File: src/rtl/lemming_world_pkg.sv
// Shared constants, clog2 helper and walker state encoding for the lemming world slice.
package lemming_world_pkg;

  localparam int          DEF_W            = 16;
  localparam logic [15:0] DEF_INIT_MAP     = 16'hFFFF;
  localparam int          DEF_INIT_POS     = 0;
  localparam int          DEF_STEP_DIV     = 4;
  localparam int          DEF_FALL_CYCLES  = 3;
  localparam int          DEF_DIG_CYCLES   = 5;
  localparam int          DEF_SPLAT_CYCLES = 20;

  // Encoding used by the walker FSM; kept here so bench checkers can decode it.
  typedef enum logic [2:0] {
    WALKER_LEFT   = 3'd0,
    WALKER_RIGHT  = 3'd1,
    WALKER_FALL_L = 3'd2,
    WALKER_FALL_R = 3'd3,
    WALKER_DIG_L  = 3'd4,
    WALKER_DIG_R  = 3'd5,
    WALKER_SPLAT  = 3'd6
  } walker_state_e;

  function automatic int clog2(input int v);
    int r;
    r = 0;
    while ((1 << r) < v) r++;
    return r;
  endfunction

endpackage

File: src/rtl/lemming_tick_div.sv
// Step divider: counts enabled cycles and pulses tick on every DIV-th one.
module lemming_tick_div
  import lemming_world_pkg::*;
#(
  parameter int DIV = DEF_STEP_DIV
) (
  input  logic clk,
  input  logic areset,
  input  logic en,
  input  logic clr,
  output logic tick
);

  localparam int CW = clog2(DIV) + 1;

  logic [CW-1:0] cnt;

  assign tick = en && (cnt == CW'(DIV - 1));

  // A dropped enable discards the partial count.
  always_ff @(posedge clk or negedge areset) begin
    if (!areset) begin
      cnt <= '0;
    end else if (clr || !en || tick) begin
      cnt <= '0;
    end else begin
      cnt <= cnt + CW'(1);
    end
  end

endmodule

File: src/rtl/lemming_world.sv
// Terrain/environment model closing the loop around the lemming walker.
// Optional sticky splat detector enabled by defining LEMMING_WORLD_SPLAT_EN.
module lemming_world
  import lemming_world_pkg::*;
#(
  parameter int           W            = DEF_W,
  parameter logic [W-1:0] INIT_MAP     = DEF_INIT_MAP,
  parameter int           INIT_POS     = DEF_INIT_POS,
  parameter int           STEP_DIV     = DEF_STEP_DIV,
  parameter int           FALL_CYCLES  = DEF_FALL_CYCLES,
  parameter int           DIG_CYCLES   = DEF_DIG_CYCLES,
  parameter int           SPLAT_CYCLES = DEF_SPLAT_CYCLES
) (
  input  logic                clk,
  input  logic                areset,
  input  logic                walk_left,
  input  logic                walk_right,
  input  logic                aaah,
  input  logic                digging,
  input  logic                dig_req,
  input  logic                load,
  input  logic [W-1:0]        load_map,
  input  logic [clog2(W)-1:0] load_pos,
  output logic                ground,
  output logic                bump_left,
  output logic                bump_right,
  output logic                dig,
  output logic [clog2(W)-1:0] pos
`ifdef LEMMING_WORLD_SPLAT_EN
  ,
  output logic                splat
`endif
);

  localparam int PW = clog2(W);
  localparam int FW = clog2(FALL_CYCLES) + 1;
  localparam int DW = clog2(DIG_CYCLES) + 1;

  logic [W-1:0]  solid;
  logic [FW-1:0] fall_cnt;
  logic [DW-1:0] dig_cnt;
  logic          cur_solid;
  logic          step_en;
  logic          step_tick;
  logic          falling;
  logic          land;
  logic          dig_act;
  logic          dig_done;
  logic [PW-1:0] load_pos_c;

  assign cur_solid = solid[pos];
  assign step_en   = (walk_left ^ walk_right) && cur_solid;
  assign falling   = aaah && !cur_solid;
  assign land      = falling && (fall_cnt == FW'(FALL_CYCLES - 1));
  assign dig_act   = digging && cur_solid;
  assign dig_done  = dig_act && (dig_cnt == DW'(DIG_CYCLES - 1));

  assign load_pos_c = (int'(load_pos) >= W) ? PW'(W - 1) : load_pos;

  assign ground     = cur_solid;
  assign bump_left  = (pos == '0);
  assign bump_right = (pos == PW'(W - 1));

  lemming_tick_div #(.DIV(STEP_DIV)) u_step_div (
    .clk    (clk),
    .areset (areset),
    .en     (step_en),
    .clr    (load),
    .tick   (step_tick)
  );

  // Event priority: load, then landing, then dig completion, then step.
  always_ff @(posedge clk or negedge areset) begin
    if (!areset) begin
      solid    <= INIT_MAP;
      pos      <= PW'(INIT_POS);
      fall_cnt <= '0;
      dig_cnt  <= '0;
      dig      <= 1'b0;
    end else begin
      dig <= dig_req;
      if (load) begin
        solid    <= load_map;
        pos      <= load_pos_c;
        fall_cnt <= '0;
        dig_cnt  <= '0;
      end else begin
        fall_cnt <= (falling && !land) ? fall_cnt + FW'(1) : '0;
        dig_cnt  <= (dig_act && !dig_done) ? dig_cnt + DW'(1) : '0;
        if (land) begin
          solid[pos] <= 1'b1;
        end else if (dig_done) begin
          solid[pos] <= 1'b0;
        end else if (step_tick) begin
          if (walk_left && pos != '0) begin
            pos <= pos - PW'(1);
          end else if (walk_right && pos != PW'(W - 1)) begin
            pos <= pos + PW'(1);
          end
        end
      end
    end
  end

`ifdef LEMMING_WORLD_SPLAT_EN
  localparam int LW = clog2(SPLAT_CYCLES) + 1;

  logic [LW-1:0] fall_len;
  logic [LW-1:0] fall_len_nxt;

  // Fall length spans chained pits, so it follows aaah alone, not solid[pos].
  always_comb begin
    fall_len_nxt = '0;
    if (aaah) begin
      fall_len_nxt = (fall_len == LW'(SPLAT_CYCLES)) ? fall_len : fall_len + LW'(1);
    end
  end

  always_ff @(posedge clk or negedge areset) begin
    if (!areset) begin
      fall_len <= '0;
      splat    <= 1'b0;
    end else if (load) begin
      fall_len <= '0;
      splat    <= 1'b0;
    end else begin
      fall_len <= fall_len_nxt;
      if (fall_len_nxt == LW'(SPLAT_CYCLES)) begin
        splat <= 1'b1;
      end
    end
  end
`endif

endmodule

File: config.mk
export PLATFORM = sky130hd
export DESIGN_NAME = lemming_world
export DESIGN_NICKNAME = d
export VERILOG_FILES = /design/src/rtl/lemming_world_pkg.sv /design/src/rtl/lemming_tick_div.sv /design/src/rtl/lemming_world.sv
export SDC_FILE = /design/constraint.sdc
export NUM_CORES = 1
export LEC_CHECK = 0
export BUFFER_PORTS_ARGS = -buffer_cell sky130_fd_sc_hd__buf_2
export CORE_ASPECT_RATIO = 1.1
export CORE_UTILIZATION = 27
export DETAILED_ROUTE_END_ITERATION = 12
export PLACE_DENSITY_LB_ADDON = 0.25
export RECOVER_POWER = 25
export SETUP_SLACK_MARGIN = 0.05
export SYNTH_ARGS = -nofsm -noshare
export SYNTH_HDL_FRONTEND = slang
export SYNTH_SLANG_ARGS = --single-unit
File: constraint.sdc
create_clock -name clk -period 2.15 [get_ports clk]
set_clock_uncertainty 0.2 [all_clocks]
set_input_delay 0.43 -clock clk [delete_from_list [all_inputs] [get_ports clk]]
set_output_delay 0.43 -clock clk [all_outputs]
set_load 0.01 [all_outputs]
==> flow_metrics.py <==
metrics = {
    "route": {
        "drt_drc_violations_left": 0,
        "vias_per_cell": 4.954,
        "first_iter_violations": 120,
        "drt_pass1_iterations": 4,
        "wl_per_cell_um": 14.76,
        "num_vias": 1947,
        "wirelength_mm": 5.800,
        "ant_nets": 0,
    },
    "yosys": {
        "synth_adder_area_share_pct": 4.184,
        "yosysTopAreaCell": "dfstp_2",
        "synthTopCellsByArea": "dfstp_2 20%, dfrtp_1 18%, a31oi_1 4.5%",
        "synthFlopType": "dfstp_2",
        "synth_seq_cells": 31,
        "yosysWarningCount": 0,
        "synth_edf_count": 0,
        "synth_nets": 252,
        "netlist_area_mm2": 0.002093,
        "async_flop_share_pct": 100.0,
        "synth_compound_area_share_pct": 19.07,
        "synth_mux_area_share_pct": 11.12,
        "netlist_top_cells_count": "16 x dfstp_2, 15 x a31oi_1, 15 x dfrtp_1",
        "synth_area_per_cell_um2": 9.646,
        "synth-xor-area-share_pct": 0.8368,
        "ys_seq_area_share_pct": 38.02,
        "netlist_instances": 217,
        "synth_top_family_by_area": "simple AND/OR/NAND/NOR gates",
        "yosysTopAreaCellShare_pct": 20.08,
        "synthSimpleGateAreaFrac_pct": 20.86,
        "synth_cell_types": 51,
        "yosysMostFrequentCell": "dfstp_2",
    },
    "flow_run": {
        "maxCapViolations": 0,
    },
    "pwr": {
        "power.share.clock_pct": 28.0,
        "p_seq_share_pct": 39.2,
        "p_total_mw": 1.786,
        "switchingPower_mw": 0.5633,
        "vdd_ir_drop_max_uv": 201.1,
        "pwr-share-comb_pct": 32.7,
        "p_int_mw": 1.223,
        "swShare_pct": 31.54,
        "p_leak_nw": 1.254,
        "power.density_mw_per_mm2": 621.7,
    },
    "global_routing": {
        "antenna_found_initial": 0,
        "grt_first_pass_wirelength_mm": 9.252,
        "grt_max_degree": 32,
        "gr-total-overflow": 0,
        "grt_pass1_vias": 1851,
        "grt_usage_pct": 14.83,
    },
    "finish": {
        "final-instance-count-excl-fill": 393,
        "fill_cells": 769,
        "areaGrowthSynthToFinish_pct": 37.24,
        "fin_nets": 322,
        "drive_above_1_share_pct": 42.01,
        "n_antenna_cell": 0,
    },
    "setup_path": {
        "cp_max_fo": 5,
        "rr_startpoint": "pos[0]",
        "start_kind": "flip-flop",
        "critPathKind": "reg2out",
        "rr_worst_depth": 8,
        "required_ns": 1.52,
        "critical_path.endpoint_type": "output port",
        "reg2reg_to": "u_step_div.cnt[2]",
        "r2r_slack_ns": -0.23,
        "arrival_ns": 1.89,
    },
    "floorplanning": {
        "core_area_mm2": 0.007473,
        "dieWidth_um": 85.95,
        "io_pins": 36,
        "die_area_mm2": 0.008109,
        "dieHeight_um": 94.35,
        "rows": 33,
        "initial_core_util_pct": 28.01,
    },
    "clocking": {
        "clk_path_buf_depth": 2,
        "clk_latency_ns": 0.29,
        "cts_root_buffer": "clkbuf_8",
        "clk_pin_slew_ns": 0.07,
        "cts_tree": "done",
        "htree_levels": 2,
        "clkSinkCount": 31,
        "cts_buffers": 5,
    },
    "place": {
        "io_buffers": 35,
        "place_congestion": 0.7585,
        "place_ws_ns": -0.1712,
        "post-dp-hpwl_mm": 4.297,
        "dp_cells": 377,
    },
    "timing": {
        "fin_tns_setup_ns": -4.683,
        "max_freq_mhz": 396.7,
        "period_share_pct": 117.2,
        "slew_violations": 0,
        "final-hold-violation-count": 0,
        "grt_setup_unrepaired": "true",
        "period_needed_ns": 2.521,
        "tightest_slew_ns": 1.181,
        "maxSlewHeadroom_pct": 21.29,
        "setup_viol": 31,
        "finalWorstSetupSlack_ns": -0.3707,
    },
    "worst_hold_path": {
        "hp-start": "dig_req",
        "min_to": "dig",
        "whs_path_depth": 1,
        "hold_class": "in2reg",
    },
    "outcome": {
        "status": "finished with violations",
        "violations": "negative setup slack",
    },
}
timing repair:
item / in CTS / in global routing
gates cloned: 0 / 0
pin swaps: 3 / 5
gates resized for setup: 5 / 13
hold endpoints to repair: 5 / 0
hold buffers: 1 / 0
buffers inserted: 4 / 3
setup endpoints to repair: 32 / 33
metal layers:
metal,vias to the layer above,share of wire (%),GRT usage (%)
met5,-,0,0
met4,0,1.9,5.417
met3,10,3.1,2.972
met1,957,44,17.75
met2,41,51,26.26
li1,939,-,-
power by group through the flow:
stage,Clock [mW],Sequential [mW],Combinational [mW]
after global placement,0,0.709,0.499
after CTS,0.510,0.700,0.551
after global routing,0.537,0.707,0.635
after floorplan,0,0.694,0.305
after detailed placement,0,0.709,0.504
final,0.501,0.701,0.585
critical path, cell delays in order (launching register included):
cell	delay, ns
dfrtp_2	0.44
mux4_1	0.61
mux2i_4	0.20
mux2_8	0.21
inv_6	0.03
buf_6	0.10
through the flow:
stage | area [um2] | util (%) | hold WS, ns
2_1_floorplan | 2110 | - | -0.06559
3_3_place_gp | 2634 | 35.24 | 0.2172
3_5_place_dp | 2634 | 35.24 | 0.2276
4_1_cts | 2796 | 37.42 | 0.04135
5_1_grt | 2873 | 38.44 | 0.03919
6_report | 2873 | 38.44 | 0.04676
area by class of cell:
| class | instances | area, um2 | share of cell area [%] |
|---|---|---|---|
| clock buffer | 6 | 82.58 | 2.875 |
| clock inverter | 2 | 11.26 | 0.3920 |
| inverter | 15 | 61.31 | 2.134 |
| multi-input combinational | 157 | 1235 | 42.99 |
| sequential | 31 | 798.3 | 27.79 |
| tap | 105 | 131.4 | 4.573 |
| timing repair buffer | 77 | 553.0 | 19.25 |
cells in the final DEF (no fill, tap or decap), types with 2 or more instances in the layout:
cell type and n:
mux4_1 2, o31ai_1 5, ha_1 6, nand2b_1 6, clkbuf_8 6, mux2i_1 5, a221oi_1 8, buf_12 3
a211o_1 2, dfrtp_1 13, dfstp_2 16, a21oi_1 12, o21ai_0 5, buf_6 3, mux4_2 2, nor3b_1 3
nand3_1 2, dfrtp_2 2, buf_4 36, nor2_1 12, mux2i_4 3, nor3_1 5, inv_1 13, and2_1 5
nor2_4 2, o22ai_1 2, nand2_1 13, nand4b_1 3, a31oi_1 14, buf_2 32, nor2b_1 13
cells by family (layout without fill, tap and decap cells):
kind of cell,after synthesis,after routing
DFF,31,31
and+or+nand+nor,76,76
adders and majority gates,7,7
xor gates and xnor gates,2,2
muxes,13,13
buffers and inverters,29,100
AOI/OAI and AO/OA,59,59
worst max path at each step:
stage,startpoint,to,slack (ns),cells past startpoint
2_1_floorplan,pos[0],ground,-0.11,5
3_3_place_gp,pos[0],ground,-0.16,5
3_5_place_dp,pos[0],ground,-0.17,5
4_1_cts,pos[0],ground,-0.38,6
5_1_grt,pos[0],ground,-0.42,6
6_report,pos[0],ground,-0.37,5
Power figures use the tool's default switching activity.
